File: src/rtl/ddr3_axi_traffic_gen_if.sv
// ddr3_axi_traffic_gen_if: AXI-lite aw/w/b/ar/r channels between the traffic master and the DDR3 controller
interface ddr3_axi_traffic_gen_if #(
    parameter int ADDR_W = 26
);
    logic [ADDR_W-1:0] awaddr;
    logic              awvalid;
    logic              awready;
    logic [15:0]       wdata;
    logic              wvalid;
    logic              wready;
    logic              bvalid;
    logic              bready;
    logic              bresp;
    logic [ADDR_W-1:0] araddr;
    logic              arvalid;
    logic              arready;
    logic [15:0]       rdata;
    logic              rvalid;
    logic              rready;
    logic              rresp;

    modport master (
        output awaddr, awvalid, wdata, wvalid, bready, araddr, arvalid, rready,
        input  awready, wready, bvalid, bresp, arready, rdata, rvalid, rresp
    );

    modport slave (
        input  awaddr, awvalid, wdata, wvalid, bready, araddr, arvalid, rready,
        output awready, wready, bvalid, bresp, arready, rdata, rvalid, rresp
    );
endinterface

File: src/rtl/ddr3_axi_traffic_gen.sv
// ddr3_axi_traffic_gen: writes an LFSR sequence over AXI-lite, reads it back and scores mismatches
module ddr3_axi_traffic_gen #(
    parameter int                ADDR_W    = 26,
    parameter int                NUM_WORDS = 16,
    parameter logic [ADDR_W-1:0] BASE_ADDR = '0,
    parameter int                ADDR_STEP = 1,
    parameter logic [15:0]       SEED      = 16'hACE1
) (
    input  logic                  aclk,
    input  logic                  areset,
    input  logic                  start,
    output logic                  busy,
    output logic                  done,
    output logic                  pass,
    output logic [15:0]           err_count,
    output logic [ADDR_W-1:0]     first_err_addr,
    ddr3_axi_traffic_gen_if.master axi
);
    typedef enum logic [2:0] {IDLE, WR_REQ, WR_RESP, RD_REQ, RD_DATA, DONE} state_t;

    // an all-zero seed would lock the LFSR, so it is replaced by 1
    localparam logic [15:0]       SEED_EFF = (SEED == 16'h0000) ? 16'h0001 : SEED;
    localparam logic [ADDR_W-1:0] STEP     = ADDR_W'(ADDR_STEP);
    localparam logic [15:0]       LAST     = 16'(NUM_WORDS - 1);

    state_t            state;
    logic [15:0]       lfsr;
    logic [15:0]       idx;
    logic [15:0]       lfsr_next;
    logic              last;
    logic              err;
    logic [ADDR_W-1:0] err_addr;

    assign lfsr_next = (lfsr >> 1) ^ (lfsr[0] ? 16'hB400 : 16'h0000);
    assign last      = idx == LAST;
    assign pass      = done && err_count == 16'h0000;
    assign err       = (state == WR_RESP && axi.bvalid && axi.bresp) ||
                       (state == RD_DATA && axi.rvalid && (axi.rresp || axi.rdata != lfsr));
    assign err_addr  = (state == WR_RESP) ? axi.awaddr : axi.araddr;

    // sequencer: write phase, then read-back phase, one transaction outstanding at a time
    always_ff @(posedge aclk) begin
        if (areset) begin
            state          <= IDLE;
            busy           <= 1'b0;
            done           <= 1'b0;
            err_count      <= '0;
            first_err_addr <= '0;
            lfsr           <= SEED_EFF;
            idx            <= '0;
            axi.awaddr     <= '0;
            axi.awvalid    <= 1'b0;
            axi.wdata      <= '0;
            axi.wvalid     <= 1'b0;
            axi.bready     <= 1'b0;
            axi.araddr     <= '0;
            axi.arvalid    <= 1'b0;
            axi.rready     <= 1'b0;
        end else begin
            if (err) begin
                err_count <= (err_count == 16'hFFFF) ? err_count : err_count + 16'd1;
                if (err_count == 16'h0000) first_err_addr <= err_addr;
            end
            case (state)
                IDLE, DONE: if (start) begin
                    state          <= WR_REQ;
                    busy           <= 1'b1;
                    done           <= 1'b0;
                    err_count      <= '0;
                    first_err_addr <= '0;
                    idx            <= '0;
                    lfsr           <= SEED_EFF;
                    axi.awaddr     <= BASE_ADDR;
                    axi.wdata      <= SEED_EFF;
                    axi.awvalid    <= 1'b1;
                    axi.wvalid     <= 1'b1;
                end
                WR_REQ: begin
                    if (axi.awready) axi.awvalid <= 1'b0;
                    if (axi.wready) axi.wvalid <= 1'b0;
                    if ((!axi.awvalid || axi.awready) && (!axi.wvalid || axi.wready)) begin
                        state      <= WR_RESP;
                        axi.bready <= 1'b1;
                    end
                end
                WR_RESP: if (axi.bvalid) begin
                    axi.bready <= 1'b0;
                    if (last) begin
                        state       <= RD_REQ;
                        lfsr        <= SEED_EFF;
                        idx         <= '0;
                        axi.araddr  <= BASE_ADDR;
                        axi.arvalid <= 1'b1;
                    end else begin
                        state       <= WR_REQ;
                        lfsr        <= lfsr_next;
                        idx         <= idx + 16'd1;
                        axi.awaddr  <= axi.awaddr + STEP;
                        axi.wdata   <= lfsr_next;
                        axi.awvalid <= 1'b1;
                        axi.wvalid  <= 1'b1;
                    end
                end
                RD_REQ: if (axi.arready) begin
                    state       <= RD_DATA;
                    axi.arvalid <= 1'b0;
                    axi.rready  <= 1'b1;
                end
                RD_DATA: if (axi.rvalid) begin
                    axi.rready <= 1'b0;
                    lfsr       <= lfsr_next;
                    idx        <= idx + 16'd1;
                    if (last) begin
                        state <= DONE;
                        busy  <= 1'b0;
                        done  <= 1'b1;
                    end else begin
                        state       <= RD_REQ;
                        axi.araddr  <= axi.araddr + STEP;
                        axi.arvalid <= 1'b1;
                    end
                end
                default: state <= IDLE;
            endcase
        end
    end
endmodule

File: src/flat_wrapper.sv
// flat-port wrapper written by rule: the top's interface ports become plain ports
module ddr3_axi_traffic_gen_flat 
#(
    parameter int                ADDR_W    = 26,
    parameter int                NUM_WORDS = 16,
    parameter logic [ADDR_W-1:0] BASE_ADDR = '0,
    parameter int                ADDR_STEP = 1,
    parameter logic [15:0]       SEED      = 16'hACE1
)
  (aclk, areset, start, busy, done, pass, err_count, first_err_addr, axi_awaddr, axi_awvalid, axi_wdata, axi_wvalid, axi_bready, axi_araddr, axi_arvalid, axi_rready, axi_awready, axi_wready, axi_bvalid, axi_bresp, axi_arready, axi_rdata, axi_rvalid, axi_rresp);
  ddr3_axi_traffic_gen_if #(.ADDR_W(ADDR_W)) axi_i ();
  input  logic aclk;
  input  logic areset;
  input  logic start;
  output logic busy;
  output logic done;
  output logic pass;
  output logic [15:0] err_count;
  output logic [ADDR_W-1:0] first_err_addr;
  output wire logic [$bits(axi_i.awaddr)-1:0] axi_awaddr;
  output wire logic [$bits(axi_i.awvalid)-1:0] axi_awvalid;
  output wire logic [$bits(axi_i.wdata)-1:0] axi_wdata;
  output wire logic [$bits(axi_i.wvalid)-1:0] axi_wvalid;
  output wire logic [$bits(axi_i.bready)-1:0] axi_bready;
  output wire logic [$bits(axi_i.araddr)-1:0] axi_araddr;
  output wire logic [$bits(axi_i.arvalid)-1:0] axi_arvalid;
  output wire logic [$bits(axi_i.rready)-1:0] axi_rready;
  input wire logic [$bits(axi_i.awready)-1:0] axi_awready;
  input wire logic [$bits(axi_i.wready)-1:0] axi_wready;
  input wire logic [$bits(axi_i.bvalid)-1:0] axi_bvalid;
  input wire logic [$bits(axi_i.bresp)-1:0] axi_bresp;
  input wire logic [$bits(axi_i.arready)-1:0] axi_arready;
  input wire logic [$bits(axi_i.rdata)-1:0] axi_rdata;
  input wire logic [$bits(axi_i.rvalid)-1:0] axi_rvalid;
  input wire logic [$bits(axi_i.rresp)-1:0] axi_rresp;
  assign axi_awaddr = axi_i.awaddr;
  assign axi_awvalid = axi_i.awvalid;
  assign axi_wdata = axi_i.wdata;
  assign axi_wvalid = axi_i.wvalid;
  assign axi_bready = axi_i.bready;
  assign axi_araddr = axi_i.araddr;
  assign axi_arvalid = axi_i.arvalid;
  assign axi_rready = axi_i.rready;
  assign axi_i.awready = axi_awready;
  assign axi_i.wready = axi_wready;
  assign axi_i.bvalid = axi_bvalid;
  assign axi_i.bresp = axi_bresp;
  assign axi_i.arready = axi_arready;
  assign axi_i.rdata = axi_rdata;
  assign axi_i.rvalid = axi_rvalid;
  assign axi_i.rresp = axi_rresp;
  ddr3_axi_traffic_gen #(.ADDR_W(ADDR_W), .NUM_WORDS(NUM_WORDS), .BASE_ADDR(BASE_ADDR), .ADDR_STEP(ADDR_STEP), .SEED(SEED)) u_core (.aclk(aclk), .areset(areset), .start(start), .busy(busy), .done(done), .pass(pass), .err_count(err_count), .first_err_addr(first_err_addr), .axi(axi_i));
endmodule
File: config.mk
export PLATFORM = sky130hd
export DESIGN_NAME = ddr3_axi_traffic_gen_flat
export DESIGN_NICKNAME = d
export VERILOG_FILES = /design/src/rtl/ddr3_axi_traffic_gen_if.sv /design/src/rtl/ddr3_axi_traffic_gen.sv /design/src/flat_wrapper.sv
export SDC_FILE = /design/constraint.sdc
export NUM_CORES = 1
export LEC_CHECK = 0
export CAP_MARGIN = 20
export CORE_ASPECT_RATIO = 1.25
export CORE_MARGIN = 4
export CORE_UTILIZATION = 45
export DETAILED_ROUTE_END_ITERATION = 16
export GPL_ROUTABILITY_DRIVEN = 1
export GPL_TIMING_DRIVEN = 1
export HOLD_SLACK_MARGIN = 0.15
export PLACE_DENSITY_LB_ADDON = 0.08
export SYNTH_ARGS = -nofsm -noshare
export SYNTH_HDL_FRONTEND = slang
export SYNTH_SLANG_ARGS = --single-unit
export TNS_END_PERCENT = 1
File: constraint.sdc
create_clock -name aclk -period 5.95 [get_ports aclk]
set_input_delay 1.19 -clock aclk [delete_from_list [all_inputs] [get_ports aclk]]
set_output_delay 1.19 -clock aclk [all_outputs]
set_load 0.01 [all_outputs]
==> flow_summary.toml, run 1 <==
[yosys]
syn-num-nets = 876
async_reset_ff_share_pct = 0
syn_inst = 845
synth-main-ff-cell = "dfxtp_1"
yosysTopAreaCellShare_pct = 43.0
yosysTopAreaCell = "dfxtp_1"
yosys_warnings = 0
yosysMostFrequentCell = "dfxtp_1"
synth_area_per_cell_um2 = 8.38
synth_edf_count = 0
synth.ff_latch_count = 152
synthTopCellsByCount = "dfxtp_1 (152), nor2_1 (150), nand2_1 (59), nand3_1 (41)"
ys_top_cells_by_area = "dfxtp_1 (43%), nor2_1 (8.0%), xor2_1 (4.9%)"
yosys.cell_types.count = 60
syn-cell-area_um2 = 7080
yosysSeqAreaShare_pct = 43.0

[floorplanning]
ioPinCount = 144
core-area_um2 = 15500
start_util_pct = 45.7
die_w_um = 120
die_area_um2 = 17800
rows = 51
die_y_um = 148

[worst_setup_path]
worst_path_max_delay_cell = "clkdlybuf4s50_1"
worst-setup-path-type = "reg2out"
cp_max_fo = 6
cp-start-kind = "flop"
cp_slowest_stage_delay_ns = 0.55
critPathArrivalTime_ns = 2.28
critPathRequiredTime_ns = 4.76
cp_cell_sequence = "inv_1 > ha_1 > nor4b_1 > nand4_1 > nor2_1 > clkdlybuf4s50_1"
path_buf_inv = 2
cp-end-kind = "output port"
critPathTopFamily = "simple AND/OR/NAND/NOR gates"

[clocking]
cts_setup_buffers = 0
cts_tree = "done"
cts_root_buffer = "clkbuf_16"
postCtsResizedCells = 0
cts_buffers = 17
path_clk_slew_ns = 0.06
numClockSinks = 152
clk_latency_ns = 0.42
postCtsHoldBufs = 0
clk_path_buf_depth = 2
htreeDepth = 4

[power_and_ir_drop]
p_per_area_nw_per_um2 = 278
ir_drop_v = 0.000209
total_power_mw = 2.60
total_leakage_power_nw = 3.11

[layout]
diodes = 0
area_growth_pct = 32.3
fin_nets = 1002
drive_gt1_share_pct = 5.59
final_util_pct = 60.4

[detailed_routing]
antenna_left = 0
avgRoutedWirePerCell_um = 15.8
drtIter0Drc = 493
wl_um = 18900
wl_met1_um = 8480
first_pass_iters = 4
top_layer = "met4"
drcViolationCount = 0
vias = 6509
wl_met3_um = 719
vias_per_cell = 5.44
dr_wl_met2_um = 9500

[timing]
min_period_over_period_pct = 58.2
hold_viol_final = 0
setup_tns_ns = 0
finClkSkew_ns = 0.00760
period_needed_ns = 3.47
slew_headroom_pct = 28.1
tightestPinTransition_ns = 1.08
timing.fmax_mhz = 289
grt_setup_unrepaired = "no"
slew_violations = 0
setup_viol = 0

[global_route]
grtUsageTotal_pct = 21.3
antenna_found_initial = 0
grt_pass1_vias = 5959
grt_first_pass_wirelength_um = 30900
grt_overflow = 0
grt_max_degree = 58

[hold_path]
hold_class = "reg2reg"

[status]
status = "complete, no violations"

[placement]
port_buffers = 143
place_congestion = 0.813
dp_hpwl_um = 13500

[flow_run]
drv_cap = 0
-- through the flow --
| stage | cells | setup WS [ns] | cell area [µm²] | hold slack, ns |
|---|---|---|---|---|
| floorplan | 845 | 3.07 | 7080 | 0.469 |
| global placement | 1164 | 2.16 | 8680 | 0.463 |
| detailed placement | 1164 | 2.14 | 8680 | 0.463 |
| CTS | 1196 | 2.47 | 9370 | 0.474 |
| global route | 1196 | 2.29 | 9370 | 0.506 |
| finish | 1196 | 2.48 | 9370 | 0.473 |
-- cell type report --
type                            instances  area [µm²]
Multi-Input combinational cell        632        3810
Fill cell                            1415        6140
Sequential cell                       152        3040
Clock inverter                         13         249
Timing Repair Buffer                  154        1510
Tap cell                              212         265
Clock buffer                           19         443
Inverter                               14        52.6
-- worst reg2reg max path: stages, from the launching register on --
cell and delay [ns]:
dfxtp_1 0.63, nor3b_2 0.41, buf_4 0.53, a21oi_1 0.21, nor2_1 0.55, a21oi_1 0.14
or2_2 0.29
-- placed cells by master (no fill, tap or decap), types with 3 or more instances in the layout --
master / count
bufinv_16: 7
xnor2_1: 27
o41ai_1: 4
nand4_1: 29
a211oi_1: 30
ha_1: 5
nand3_1: 41
nor3_1: 18
dfxtp_1: 152
a21oi_1: 40
clkdlybuf4s50_1: 142
nor4_1: 9
clkinv_2: 3
nand3b_1: 3
nor2_1: 150
o21ai_0: 23
and4_1: 4
inv_1: 14
and2_1: 6
nand2_1: 59
clkbuf_16: 17
a31oi_1: 7
or2_2: 4
o21a_1: 5
xor2_1: 40
buf_4: 11
a311oi_1: 6
o21bai_1: 7
or3_1: 22
and3_1: 17
a22oi_1: 11
nand2b_1: 4
o311ai_0: 5
mux2i_1: 26
-- routing by layer --
layer  up-vias  track usage, %
li1       3260               -
met1      3080            27.1
met2       147            36.5
met3        22            4.18
met4         0            6.36
met5         -               0
-- kinds of logic after synthesis --
family | Yosys count | synth area share (%)
flops | 152 | 43.0
compound gates | 159 | 15.3
fa+ha+maj | 5 | 0.884
buf+inv | 61 | 3.43
xor+xnor | 67 | 8.29
mux | 27 | 3.87
simple gates | 374 | 25.3
-- report_power, final --
part	total, mW	leakage (nW)	switching, mW	internal, mW
logic	0.267	1.55	0.153	0.114
registers	1.07	1.23	0.0291	1.04
clock network	1.26	0.333	0.426	0.838
total	2.60	3.11	0.608	2.00
-- final timing paths --
check	cells past startpoint	slack, ns	to	start
setup / recovery	6	2.48	pass	u_core.err_count[0]
hold / removal	2	0.47	u_core.busy	u_core.busy
setup reg to reg	6	3.09	u_core.lfsr[13]	u_core.state[1]
hold reg to reg	2	0.47	u_core.busy	u_core.busy
-- flip-flops by register name, indices dropped and copies added, names as in the netlist, 3 cells and up --
register	cells
u_core.lfsr	16
u_core.axi.wdata	16
u_core.first_err_addr	26
u_core.axi.awaddr	26
u_core.axi.araddr	26
u_core.err_count	16
u_core.state	3
u_core.idx	16
(Power assumes the default switching activity.)
==> inputs of run 2 (changes only) <==
clock period = 2.95 ns   (was 5.95 ns; I/O delays follow)
==> run 2 against run 1 <==
Effect of this change: combinational power increased by 120%; first-iteration DRC count decreased by 18%; die area unchanged; clock-buffer cell count increased by 4; register-to-register slack got worse by 2.8 ns; wire length increased by 2.8%; critical endpoint unchanged.
==> flow_summary.toml, run 2 (synthesis gave the netlist of run 1 again) <==
[power_and_ir_drop]
total_leakage_power_nw = 3.21
p_per_area_nw_per_um2 = 501
ir_drop_v = 0.000382
total_power_mw = 4.75

[clocking]
cts_root_buffer = "clkbuf_16"
postCtsHoldBufs = 0
numClockSinks = 152
clk_latency_ns = 0.42
cts_tree = "done"
htreeDepth = 4
cts_buffers = 17
path_clk_slew_ns = 0.06
clk_path_buf_depth = 2

[placement]
port_buffers = 143
place_congestion = 0.849
dpl.cell_count = 1189
dp_hpwl_um = 14000

[floorplanning]
ioPinCount = 144
rows = 51
core-area_um2 = 15500
start_util_pct = 45.7
die_w_um = 120
die_area_um2 = 17800
die_y_um = 148

[layout]
nFillCells = 1421
seqCellArea_um2 = 3040
top_regs = "u_core.axi.araddr (26), u_core.axi.awaddr (26), u_core.first_err_addr (26)"
fin_nets = 1029
diodes = 0
multi_input_area_um2 = 3810
layout_commonest_cell = "dfxtp_1"
instances_no_fill = 1221
drive_gt1_share_pct = 8.03
layout.cells.most_common_list = "dfxtp_1 (152), nor2_1 (150), clkdlybuf4s50_1 (142)"
area_growth_pct = 34.0

[worst_setup_path]
critPathRequiredTime_ns = 2.36
cp_cell_sequence = "inv_1 > ha_1 > nor4b_2 > nand4_1 > nor2_1 > clkdlybuf4s50_1"
cp_max_fo = 6
worst_path_max_delay_cell = "clkdlybuf4s50_1"
cp_slowest_stage_delay_ns = 0.55
cp-end-kind = "output port"
cp-start-kind = "flop"
worst-setup-path-type = "reg2out"
critPathArrivalTime_ns = 2.09

[global_route]
grt_first_pass_wirelength_um = 32400
grt_pass1_vias = 6290
antenna_found_initial = 0
grt_max_degree = 53
grtUsageTotal_pct = 22.2
grt_overflow = 0

[timing]
hold_viol_final = 0
finClkSkew_ns = 0.00998
setup_viol = 0
slew_violations = 0
period_needed_ns = 2.68
min_period_over_period_pct = 90.8
grt_setup_unrepaired = "no"
tightestPinTransition_ns = 0.729
setup_tns_ns = 0
slew_headroom_pct = 51.2
timing.fmax_mhz = 373

[detailed_routing]
vias_per_cell = 5.41
drtIter0Drc = 404
first_pass_iters = 4
avgRoutedWirePerCell_um = 16.0
wl_um = 19500
antenna_left = 0
drcViolationCount = 0
vias = 6610

[flow_run]
drv_cap = 0

[hold_path]
hold_class = "reg2reg"

[status]
status = "complete, no violations"
[run 2: cell types whose count changed in the layout (fill, tap and decap cells not counted), sizes merged]
cell	delta
buf	+27
inv	+1
bufinv	-7
clkbuf	+4
[run 2: worst max-delay path: cells and delay by family (launching register included)]
family / cells / cell delay [ns]
and+or+nand+nor: 3 / 0.52
buffers and inverters: 2 / 0.65
DFF: 1 / 0.35
adders and majority gates: 1 / 0.15
[run 2: per-stage QoR]
stage	setup WS, ns	hold WS, ns	area, µm²	utilization [%]
floorplan	0.655	0.469	7080	-
finish	0.272	0.482	9490	61.2
detailed placement	-0.0460	0.472	8930	57.6
CTS	0.0831	0.484	9470	61.1
global placement	-0.0227	0.469	8930	57.6
global route	0.0763	0.519	9490	61.2
[run 2: timing repair]
action	CTS	global route
endpoints found under the setup margin	0	1
setup buffers	0	1
resized for setup	0	1
[run 2: power by group]
| part | switching (mW) | leakage (nW) | internal, mW |
|---|---|---|---|
| clock | 0.832 | 0.267 | 1.17 |
| sequential | 0.0475 | 1.23 | 2.11 |
| combinational | 0.327 | 1.71 | 0.264 |
[run 2: layer usage]
metal,up-vias,GRT usage [%],wire length [µm]
met1,3111,27.3,8380
met5,-,0,0
met3,29,3.84,725
li1,3324,-,-
met2,146,38.5,9920
met4,0,8.83,463
[run 2: path summary, 6_finish.rpt]
kind         cells after the start           startpoint  slack [ns]                    end
max                              6  u_core.err_count[0]        0.27                   pass
min                              2          u_core.busy        0.48            u_core.busy
max reg2reg                      6      u_core.state[0]        0.31  u_core.axi.araddr[23]
min reg2reg                      2          u_core.busy        0.48            u_core.busy
[run 2: cell type report]
type                    count  share of cell area, %
inverters                  14                  0.554
repair buffers            181                   18.7
flip-flops and latches    152                   32.1
well taps                 212                   2.80
clock buffers              23                   5.25
multi-input cells         632                   40.2
clock inverters             7                  0.461
